`src/rtl/cosim_pkg.sv`:
```
// rtl/cosim_pkg.sv - shared types and constants for the cosim commit scoreboard
package cosim_pkg;

    localparam int REC_XLEN = 64;

    localparam int MM_PC    = 0;
    localparam int MM_INSTR = 1;
    localparam int MM_RD    = 2;
    localparam int MM_DATA  = 3;

    typedef struct packed {
        logic [REC_XLEN-1:0] pc;
        logic [31:0]         instr;
        logic [4:0]          rd;
        logic                wen;
        logic [REC_XLEN-1:0] data;
        logic                excep;
    } commit_rec_t;

    typedef enum logic [1:0] {
        ST_IDLE   = 2'd0,
        ST_ACTIVE = 2'd1,
        ST_HALTED = 2'd2
    } sb_state_t;

    // Widen a w-bit value held in the low bits of v to REC_XLEN by sign extension.
    function automatic logic [REC_XLEN-1:0] sext(input logic [REC_XLEN-1:0] v, input int w);
        logic [REC_XLEN-1:0] hi_mask;
        logic                sign;
        hi_mask = {REC_XLEN{1'b1}} << w;
        sign    = v[6'(w - 1)];
        return sign ? (v | hi_mask) : (v & ~hi_mask);
    endfunction

endpackage

```
`src/rtl/cosim_commit_fifo.sv`:
```
// rtl/cosim_commit_fifo.sv - LANES-write, single-read circular buffer of commit records
module cosim_commit_fifo
    import cosim_pkg::*;
#(
    parameter int LANES = 2,
    parameter int DEPTH = 16,
    localparam int AW   = $clog2(DEPTH),
    localparam int PW   = AW + 1
) (
    input  logic                    clk,
    input  logic                    rst_n,
    input  logic [LANES-1:0]        wr_valid,
    input  commit_rec_t [LANES-1:0] wr_rec,
    input  logic                    rd_en,
    output commit_rec_t             rd_rec,
    output logic [PW-1:0]           count
);

    commit_rec_t   mem [DEPTH];
    logic [PW-1:0] wptr;
    logic [PW-1:0] rptr;
    logic [PW-1:0] wr_cnt;
    logic [AW-1:0] slot [LANES];

    // Compact the valid lanes onto consecutive slots starting at the write pointer.
    always_comb begin
        wr_cnt = '0;
        for (int i = 0; i < LANES; i++) begin
            slot[i] = wptr[AW-1:0] + wr_cnt[AW-1:0];
            if (wr_valid[i]) begin
                wr_cnt = wr_cnt + PW'(1);
            end
        end
    end

    // Storage write; entries need no reset since the pointers define validity.
    always_ff @(posedge clk) begin
        for (int i = 0; i < LANES; i++) begin
            if (wr_valid[i]) begin
                mem[slot[i]] <= wr_rec[i];
            end
        end
    end

    // Pointers carry one extra bit so full and empty are distinguishable.
    always_ff @(posedge clk or negedge rst_n) begin
        if (!rst_n) begin
            wptr <= '0;
            rptr <= '0;
        end else begin
            wptr <= wptr + wr_cnt;
            if (rd_en) begin
                rptr <= rptr + PW'(1);
            end
        end
    end

    assign count  = wptr - rptr;
    assign rd_rec = mem[rptr[AW-1:0]];

endmodule

```
`src/rtl/cosim_commit_scoreboard.sv`:
```
// rtl/cosim_commit_scoreboard.sv - multi-lane commit vs reference scoreboard; optional COSIM_HALT_ON_MISMATCH_EN
module cosim_commit_scoreboard
    import cosim_pkg::*;
#(
    parameter int          LANES    = 2,
    parameter int          XLEN     = 64,
    parameter int          DEPTH    = 16,
    parameter logic [63:0] START_PC = 64'h8000_0000,
    parameter int          TIMEOUT  = 1024,
    parameter int          CNTW     = 32
) (
    input  logic                  clk,
    input  logic                  rst_n,
    input  logic [63:0]           hart_id,
    input  logic [LANES-1:0]      cmt_valid_i,
    input  logic [LANES*XLEN-1:0] cmt_pc_i,
    input  logic [LANES*32-1:0]   cmt_instr_i,
    input  logic [LANES*5-1:0]    cmt_rd_i,
    input  logic [LANES-1:0]      cmt_wen_i,
    input  logic [LANES*XLEN-1:0] cmt_data_i,
    input  logic [LANES-1:0]      cmt_excep_i,
    input  logic                  ref_valid_i,
    output logic                  ref_ready_o,
    input  logic [XLEN-1:0]       ref_pc_i,
    input  logic [31:0]           ref_instr_i,
    input  logic [4:0]            ref_rd_i,
    input  logic [XLEN-1:0]       ref_data_i,
    output logic                  active_o,
    output logic                  mismatch_o,
    output logic [3:0]            mismatch_kind_o,
    output logic [CNTW-1:0]       err_count_o,
    output logic [CNTW-1:0]       cmp_count_o,
    output logic                  overflow_o,
    output logic                  timeout_o,
    output logic                  halted_o
);

    localparam int AW = $clog2(DEPTH);
    localparam int CW = AW + 1;
    localparam int TW = $clog2(TIMEOUT + 1);

    sb_state_t               state;
    sb_state_t               state_nx;
    commit_rec_t [LANES-1:0] lane_rec;
    commit_rec_t             head;
    logic [LANES-1:0]        start_hit;
    logic [LANES-1:0]        lane_mask;
    logic [LANES-1:0]        wr_valid;
    logic [CW-1:0]           occ;
    logic [CW-1:0]           push_cnt;
    logic [CW-1:0]           free_cnt;
    logic                    found;
    logic                    ovf_now;
    logic                    hs;
    logic [3:0]              kind_now;
    logic [REC_XLEN-1:0]     raw_pc;
    logic [REC_XLEN-1:0]     raw_data;
    logic [REC_XLEN-1:0]     ref_raw_pc;
    logic [REC_XLEN-1:0]     ref_raw_data;
    logic [REC_XLEN-1:0]     ref_pc_x;
    logic [REC_XLEN-1:0]     ref_data_x;
    logic [TW-1:0]           tmo_cnt;
    logic [TW-1:0]           tmo_nx;
    logic                    unused_hart;

    assign unused_hart = ^hart_id;

    // Unpack the lane buses into records, widening PC and data to the record width.
    always_comb begin
        lane_rec = '0;
        raw_pc   = '0;
        raw_data = '0;
        for (int i = 0; i < LANES; i++) begin
            raw_pc               = '0;
            raw_data             = '0;
            raw_pc[XLEN-1:0]     = cmt_pc_i[i*XLEN +: XLEN];
            raw_data[XLEN-1:0]   = cmt_data_i[i*XLEN +: XLEN];
            lane_rec[i].pc       = sext(raw_pc, XLEN);
            lane_rec[i].instr    = cmt_instr_i[i*32 +: 32];
            lane_rec[i].rd       = cmt_rd_i[i*5 +: 5];
            lane_rec[i].wen      = cmt_wen_i[i];
            lane_rec[i].data     = sext(raw_data, XLEN);
            lane_rec[i].excep    = cmt_excep_i[i];
        end
    end

    // Gating: before activation only the first START_PC lane and the lanes above it pass.
    always_comb begin
        start_hit = '0;
        lane_mask = '0;
        push_cnt  = '0;
        found     = (state == ST_ACTIVE);
        for (int i = 0; i < LANES; i++) begin
            start_hit[i] = cmt_valid_i[i] && (cmt_pc_i[i*XLEN +: XLEN] == START_PC[XLEN-1:0]);
            if (start_hit[i]) begin
                found = 1'b1;
            end
            lane_mask[i] = cmt_valid_i[i] && found && (state != ST_HALTED);
            push_cnt     = push_cnt + CW'(lane_mask[i]);
        end
        free_cnt = CW'(DEPTH) - occ;
        ovf_now  = (push_cnt > free_cnt);
        wr_valid = ovf_now ? '0 : lane_mask;
    end

    cosim_commit_fifo #(
        .LANES (LANES),
        .DEPTH (DEPTH)
    ) u_fifo (
        .clk      (clk),
        .rst_n    (rst_n),
        .wr_valid (wr_valid),
        .wr_rec   (lane_rec),
        .rd_en    (hs),
        .rd_rec   (head),
        .count    (occ)
    );

    assign active_o    = (state != ST_IDLE);
    assign ref_ready_o = (state == ST_ACTIVE) && (occ != '0);
    assign hs          = ref_valid_i && ref_ready_o;

`ifdef COSIM_HALT_ON_MISMATCH_EN
    assign halted_o = (state == ST_HALTED);
`else
    assign halted_o = 1'b0;
`endif

    // Compare the FIFO head with the reference record; traps skip every field.
    always_comb begin
        ref_raw_pc               = '0;
        ref_raw_data             = '0;
        ref_raw_pc[XLEN-1:0]     = ref_pc_i;
        ref_raw_data[XLEN-1:0]   = ref_data_i;
        ref_pc_x                 = sext(ref_raw_pc, XLEN);
        ref_data_x               = sext(ref_raw_data, XLEN);
        kind_now                 = '0;
        if (!head.excep) begin
            kind_now[MM_PC] = (head.pc != ref_pc_x);
            if (head.instr[1:0] != 2'b11) begin
                kind_now[MM_INSTR] = (head.instr[15:0] != ref_instr_i[15:0]);
            end else begin
                kind_now[MM_INSTR] = (head.instr != ref_instr_i);
            end
            if (head.wen && (head.rd != 5'd0)) begin
                kind_now[MM_RD]   = (head.rd != ref_rd_i);
                kind_now[MM_DATA] = (head.data != ref_data_x);
            end
        end
    end

    // Mode control: inactive until START_PC commits, optionally frozen by the first mismatch.
    always_comb begin
        state_nx = state;
        case (state)
            ST_IDLE: begin
                if (|start_hit) begin
                    state_nx = ST_ACTIVE;
                end
            end
            ST_ACTIVE: begin
`ifdef COSIM_HALT_ON_MISMATCH_EN
                if (hs && (kind_now != '0)) begin
                    state_nx = ST_HALTED;
                end
`else
                state_nx = ST_ACTIVE;
`endif
            end
            ST_HALTED: state_nx = ST_HALTED;
            default:   state_nx = ST_IDLE;
        endcase
    end

    // Mode register.
    always_ff @(posedge clk or negedge rst_n) begin
        if (!rst_n) begin
            state <= ST_IDLE;
        end else begin
            state <= state_nx;
        end
    end

    // Starvation timer: counts waiting cycles with a non-empty FIFO, frozen while halted.
    always_comb begin
        tmo_nx = tmo_cnt;
        if (state == ST_HALTED) begin
            tmo_nx = tmo_cnt;
        end else if ((occ == '0) || hs) begin
            tmo_nx = '0;
        end else if (tmo_cnt != TW'(TIMEOUT)) begin
            tmo_nx = tmo_cnt + TW'(1);
        end
    end

    // Registered results: mismatch pulse, saturating counters and sticky flags.
    always_ff @(posedge clk or negedge rst_n) begin
        if (!rst_n) begin
            mismatch_o      <= 1'b0;
            mismatch_kind_o <= '0;
            err_count_o     <= '0;
            cmp_count_o     <= '0;
            overflow_o      <= 1'b0;
            timeout_o       <= 1'b0;
            tmo_cnt         <= '0;
        end else begin
            mismatch_o      <= hs && (kind_now != '0);
            mismatch_kind_o <= hs ? kind_now : '0;
            if (hs && (cmp_count_o != '1)) begin
                cmp_count_o <= cmp_count_o + CNTW'(1);
            end
            if (hs && (kind_now != '0) && (err_count_o != '1)) begin
                err_count_o <= err_count_o + CNTW'(1);
            end
            if (ovf_now) begin
                overflow_o <= 1'b1;
            end
            tmo_cnt <= tmo_nx;
            if (tmo_nx == TW'(TIMEOUT)) begin
                timeout_o <= 1'b1;
            end
        end
    end

endmodule

```
`config.mk`:
```
export PLATFORM = sky130hd
export DESIGN_NAME = cosim_commit_scoreboard
export DESIGN_NICKNAME = d
export VERILOG_FILES = /design/src/rtl/cosim_pkg.sv /design/src/rtl/cosim_commit_fifo.sv /design/src/rtl/cosim_commit_scoreboard.sv
export SDC_FILE = /design/constraint.sdc
export NUM_CORES = 2
export LEC_CHECK = 0
export BUFFER_PORTS_ARGS = -buffer_cell sky130_fd_sc_hd__buf_2
export CELL_PAD_IN_SITES_DETAIL_PLACEMENT = 1
export CELL_PAD_IN_SITES_GLOBAL_PLACEMENT = 1
export CORE_ASPECT_RATIO = 1.75
export CORE_UTILIZATION = 45
export CTS_CLUSTER_SIZE = 28
export DETAILED_ROUTE_END_ITERATION = 16
export PLACE_DENSITY = 0.68
export SLEW_MARGIN = 15
export SYNTH_ARGS = -nofsm -noshare
export SYNTH_HDL_FRONTEND = slang
export SYNTH_SLANG_ARGS = --single-unit
```
`constraint.sdc`:
```
create_clock -name clk -period 35.1 [get_ports clk]
set_input_delay 3.51 -clock clk [delete_from_list [all_inputs] [get_ports clk]]
set_output_delay 3.51 -clock clk [all_outputs]
set_load 0.01 [all_outputs]
```
# Word level (Yosys, flattened, before mapping)
# Memory sizes are Yosys's and may differ from the RTL's.
# Cells that the tools add are included.
dict set report word_totals {
  regBits 94
  ramBits 2672
  in_bits 568
  output_inout_bits 74
  memories 1
}
dict set report classes {
  addsub 10
  magnitude_cmp 1
  eq_ne 16
  muxes 18
  n_reduce_logical 20
}
# memory depth word_bits rd rd_ports_with_merged_regs wr line
set memory_table {}
lappend memory_table {u_fifo.mem 16 167 1 0 2 cosim_commit_fifo.sv:19} ;# commit_rec_t mem [DEPTH];
# op n
set ops {}
lappend ops {{$eq 64x32->1 const B} 2}
lappend ops {{$ne 64x64->1} 2}
lappend ops {{$add 32x1->32 const B} 2}
lappend ops {{$ne 32x32->1 const B} 2}
lappend ops {{$mux 11} 3}
lappend ops {{$ne 32x32->1} 1}
lappend ops {{$ne 16x16->1} 1}
lappend ops {{$logic_and 1x1->1} 12}
lappend ops {{$add 11x1->11 const B} 1}
lappend ops {{$eq 11x11->1 const B} 1}
lappend ops {{$ne 11x11->1 const B} 1}
lappend ops {{$reduce_bool 5->1} 2}
lappend ops {{$mux 1} 8}
lappend ops {{$mux 4} 2}
lappend ops {{$mux 2} 3}
lappend ops {{$ne 2x2->1 const B} 3}
lappend ops {{$pmux 2 s3} 1}
lappend ops {{$add 5x1->5 const B} 1}
lappend ops {{$add 5x5->5} 1}
lappend ops {{$gt 2x5->1} 1}
lappend ops {{$logic_not 5->1} 1}
lappend ops {{$mux 5} 1}
lappend ops {{$ne 5x5->1} 1}
lappend ops {{$sub 5x5->5} 1}
lappend ops {{11 further kinds} 11}

# Longest topological paths before layout
dict set report logic_depth {
  ltp_word 13
  depth_mapped 26
  depth_no_buf 21
}

# By module
# A second synthesis with hierarchy kept.
dict set report unflattened {
  cells_unflattened 9557
  hier_area_um2 138297.6
}
# mod instances cells_per_inst area_per_inst_um2
set modules_own_cells {}
lappend modules_own_cells {cosim_commit_fifo 1 8889 131989.1}
lappend modules_own_cells {cosim_commit_scoreboard 1 668 6308.6}

# Worst setup path before layout
# No wires, ideal clock.
dict set report synth_timing {
  kind {in2reg}
  start {in cmt_pc_i[45]}
  end {mem u_fifo.mem[6][0] in the netlist's numbering, enable pin}
  setup_time_ns 0.925
  arrival_ns 17.425
  required_ns 34.175
  path_slack_ns 16.751
  path_stages 16
  n_path_buf 0
  path_cell_list {nor4b_1 > nand4_1 > nor2_1 > a32oi_1 > maj3_1 > nor2b_1 > ha_1 > inv_1 > ha_1 > inv_1 > a21oi_1 > nor3_1 > nor2b_1 > and2_1 > nand2_1 > o21ai_0}
}
# item line
set synth_rtl {}
lappend synth_rtl {{start, declared} cosim_commit_scoreboard.sv:16} ;# input logic [LANES*XLEN-1:0] cmt_pc_i,
lappend synth_rtl {{end, declared} cosim_commit_fifo.sv:19}

==> results.cfg <==
[global_route]
grt_first_pass_wirelength_um = 722000
grt_pass1_vias = 91600
grt_usage = 0.324
grt_max_degree = 103
antenna_found_initial = 187
grt_overflow = 0

[clocking]
cts-buffers-inserted = 282
clkSinkCount = 2766
cts-resized-gates = 0
clk_path_buf_depth = 4
ctsHoldBuffers = 0
insertion_delay_ns = 0.91
cts_tree = done
cts-htree-levels = 5
clkTransAtPathRegs_ns = 0.06
clockRootBuffer = clkbuf_16
post-cts-setup-buffer-count = 0

[final_layout]
final_core_util = 0.500
mostFrequentLayoutCells = 2749 x mux2_2, 2672 x edfxtp_1, 575 x buf_2
drive_gt1_frac = 0.488
nets = 9457
final_common_cell = mux2_2
area_growth_pct = 10.6

[die]
dieArea_um2 = 319000
fp.dieH_um = 746
start_util = 0.452
rows = 273
core_area_um2 = 315000
die_w_um = 427
io_pins = 642

[synth]
yosys.area_share.xor_xnor = 0.0173
synth_compound_area_frac = 0.0231
synth_top_family_by_area = multiplexers
synth_cells = 8701
syn_nets = 9291
async_flop_share = 0.0340
synth_cell_types = 80
avgSynthCellArea_um2 = 16.4
synth-adder-area-share = 0.00218
muxShareOfSynthArea = 0.329
synth_area_um2 = 142000
synthFlopType = edfxtp_1
synth_edf_count = 2672
synth_warnings = 0
ys_ff_latch = 2766
synth-seq-area-share = 0.580
synthSimpleGateAreaFrac = 0.0192

[route]
wire_per_inst_um = 39.6
vias = 86500
drt_iter0_drc = 8388
ant_nets = 0
routed_via_density = 6.51
drt-total-wl_um = 526000
route.detailed.drc = 0
firstDrtPassIters = 6

[worst_setup_path]
cp-start-kind = input pin
worstPathCellList = buf_2 > nor4_1 > nand4_1 > nor3_1 > a32oi_1 > maj3_1 > nor2b_1 > ha_1 > inv_1 > ha_1 > nand2_1 > nand2_1 > nor3_1 > nor2b_1 > ha_1 > ha_1 > nor2_1 > a22oi_1 > nor2b_1 > nand2_4 > o21ai_4 > buf_4 > buf_4 > buf_4
cp_common_cell = ha_1
cp-end-kind = flop
critical_path_class = in -> reg
ff2ff_setup_slack_ns = 26.73
r2r_start = u_fifo.rptr[1]$_DFFE_PN0P_
arrival_ns = 12.37
required_ns = 35.61
r2r_end = u_fifo.mem[6][135]$_DFFE_PP_
r2r_cells = 21
cp_slowest_stage_delay_ns = 1.02
cp_slowest_cell = nor4_1
path_max_fanout = 45

[sta]
worst_slew_pin_slew_ns = 1.33
rsz0062_at_grt = false
setup_viol = 0
hold_violations = 0
hold_ws_ns = 0.481
relSlewSlack = 0.107
clock_skew_ns = 0.0387
setup-tns-final_ns = 0
clock.fmax_mhz = 84.3
worst_slack_ns = 23.23
period_minus_slack_ns = 11.87
finalCritPeriodShare = 0.338
slew_violations = 0

[min_path]
min_from = timeout_o$_DFFE_PN0N_
min_to = timeout_o$_DFFE_PN0N_
min_delay_path_depth = 1
hold_path_class = reg -> reg

[pwr]
peakVddDrop_mv = 0.125
power.density_nw_per_um2 = 87.7
finalPower_mw = 13.8
leakagePower_nw = 53.8

[place]
port_buffers = 576
gp_congestion = 0.831
hpwlAfterDp_um = 300000
dp_slack_ns = 22.46

[status]
status = finished clean

[run]
cap_violations = 0
==> power breakdown <==
part	internal [mW]	total, mW	switching (mW)	leakage, nW
Combinational	2.10	5.82	3.71	24.0
Sequential	4.73	4.97	0.237	25.5
Clock	1.68	3.03	1.35	4.30
Total	8.52	13.8	5.30	53.8
==> Yosys cell counts, types with 9 or more instances <==
cell,number,area [um2]
a21o_1,14,105
a21oi_1,34,170
a221oi_1,65,569
a22o_1,57,499
a22oi_1,98,736
a31oi_1,18,113
and2_1,15,93.8
and3_1,45,282
buf_1,133,499
buf_2,104,521
buf_4,31,233
buf_6,55,619
buf_8,12,180
clkbuf_1,554,2080
dfrtp_1,94,2350
edfxtp_1,2672,80200
ha_1,20,250
inv_1,23,86.3
mux2_2,2749,31000
mux2i_1,538,5390
mux4_2,463,10400
nand2_1,130,488
nand2b_1,10,62.6
nand3_1,53,265
nand4_1,54,338
nor2_1,81,304
nor2b_1,32,200
nor3_1,16,80.1
nor4_1,48,300
o21a_1,9,67.6
o21ai_0,29,145
o22ai_1,42,263
xnor2_1,166,1450
xor2_1,115,1010
==> cells by family (layout without fill, tap and decap cells) <==
group	Yosys count	count (layout)
mux	3755	3755
simple gates	525	525
compound gates	433	433
fa+ha+maj	24	24
other cells	1	88
xor+xnor	281	281
flops	2766	2766
buf+inv	916	1289
==> how the worst max path moves through the flow <==
stage | from | endpoint | slack, ns | cells after the start
finish | cmt_pc_i[101] | u_fifo.mem[6][135]$_DFFE_PP_ | 23.23 | 24
global route | cmt_pc_i[31] | u_fifo.mem[6][108]$_DFFE_PP_ | 23.17 | 24
CTS | cmt_pc_i[24] | u_fifo.mem[6][108]$_DFFE_PP_ | 23.41 | 24
detailed placement | cmt_pc_i[34] | u_fifo.mem[6][149]$_DFFE_PP_ | 22.46 | 25
global placement | cmt_pc_i[34] | u_fifo.mem[6][137]$_DFFE_PP_ | 22.48 | 24
floorplan | cmt_pc_i[45] | u_fifo.mem[6][0]$_DFFE_PP_ | 16.75 | 16
==> registers in the layout (all words and copies together), names as in the netlist <==
register,cells
tmo_cnt,11
u_fifo.wptr,5
state,2
mismatch_kind_o,4
u_fifo.rptr,5
timeout_o,1
cmp_count_o,32
u_fifo.mem,2672
mismatch_o,1
overflow_o,1
err_count_o,32
==> area by class of cell <==
cell class / count / area, um2
antenna: 87 / 218
clock buffer: 368 / 7700
clock inverter: 123 / 1070
fill: 29600 / 158000
inverter: 27 / 114
multi-input combinational: 5019 / 56000
sequential: 2766 / 82600
tap: 4125 / 5160
timing repair buffer: 771 / 4610
==> metal layers <==
| metal | routed length, um | up-vias | global-route usage |
|---|---|---|---|
| met3 | 38300 | 1112 | 0.0594 |
| met5 | 744 | - | 0 |
| met4 | 30500 | 116 | 0.174 |
| met2 | 262000 | 3623 | 0.545 |
| met1 | 194000 | 46700 | 0.391 |
| li1 | - | 34900 | - |
==> critical path: cells and delay by family <==
family	cells	cell delay [ns]
AND/OR/NAND/NOR	11	3.70
buffers and inverters	5	2.97
adder cells (fa/ha/maj)	5	1.53
AO/OA/AOI/OAI	3	0.52
==> stage by stage <==
step / instance area [um2] / cells
global route: 157000 / 13200
finish: 157000 / 13300
CTS: 157000 / 13200
detailed placement: 149000 / 12700
global placement: 148000 / 12700
floorplan: 142000 / 8701
(Power assumes the default switching activity.)
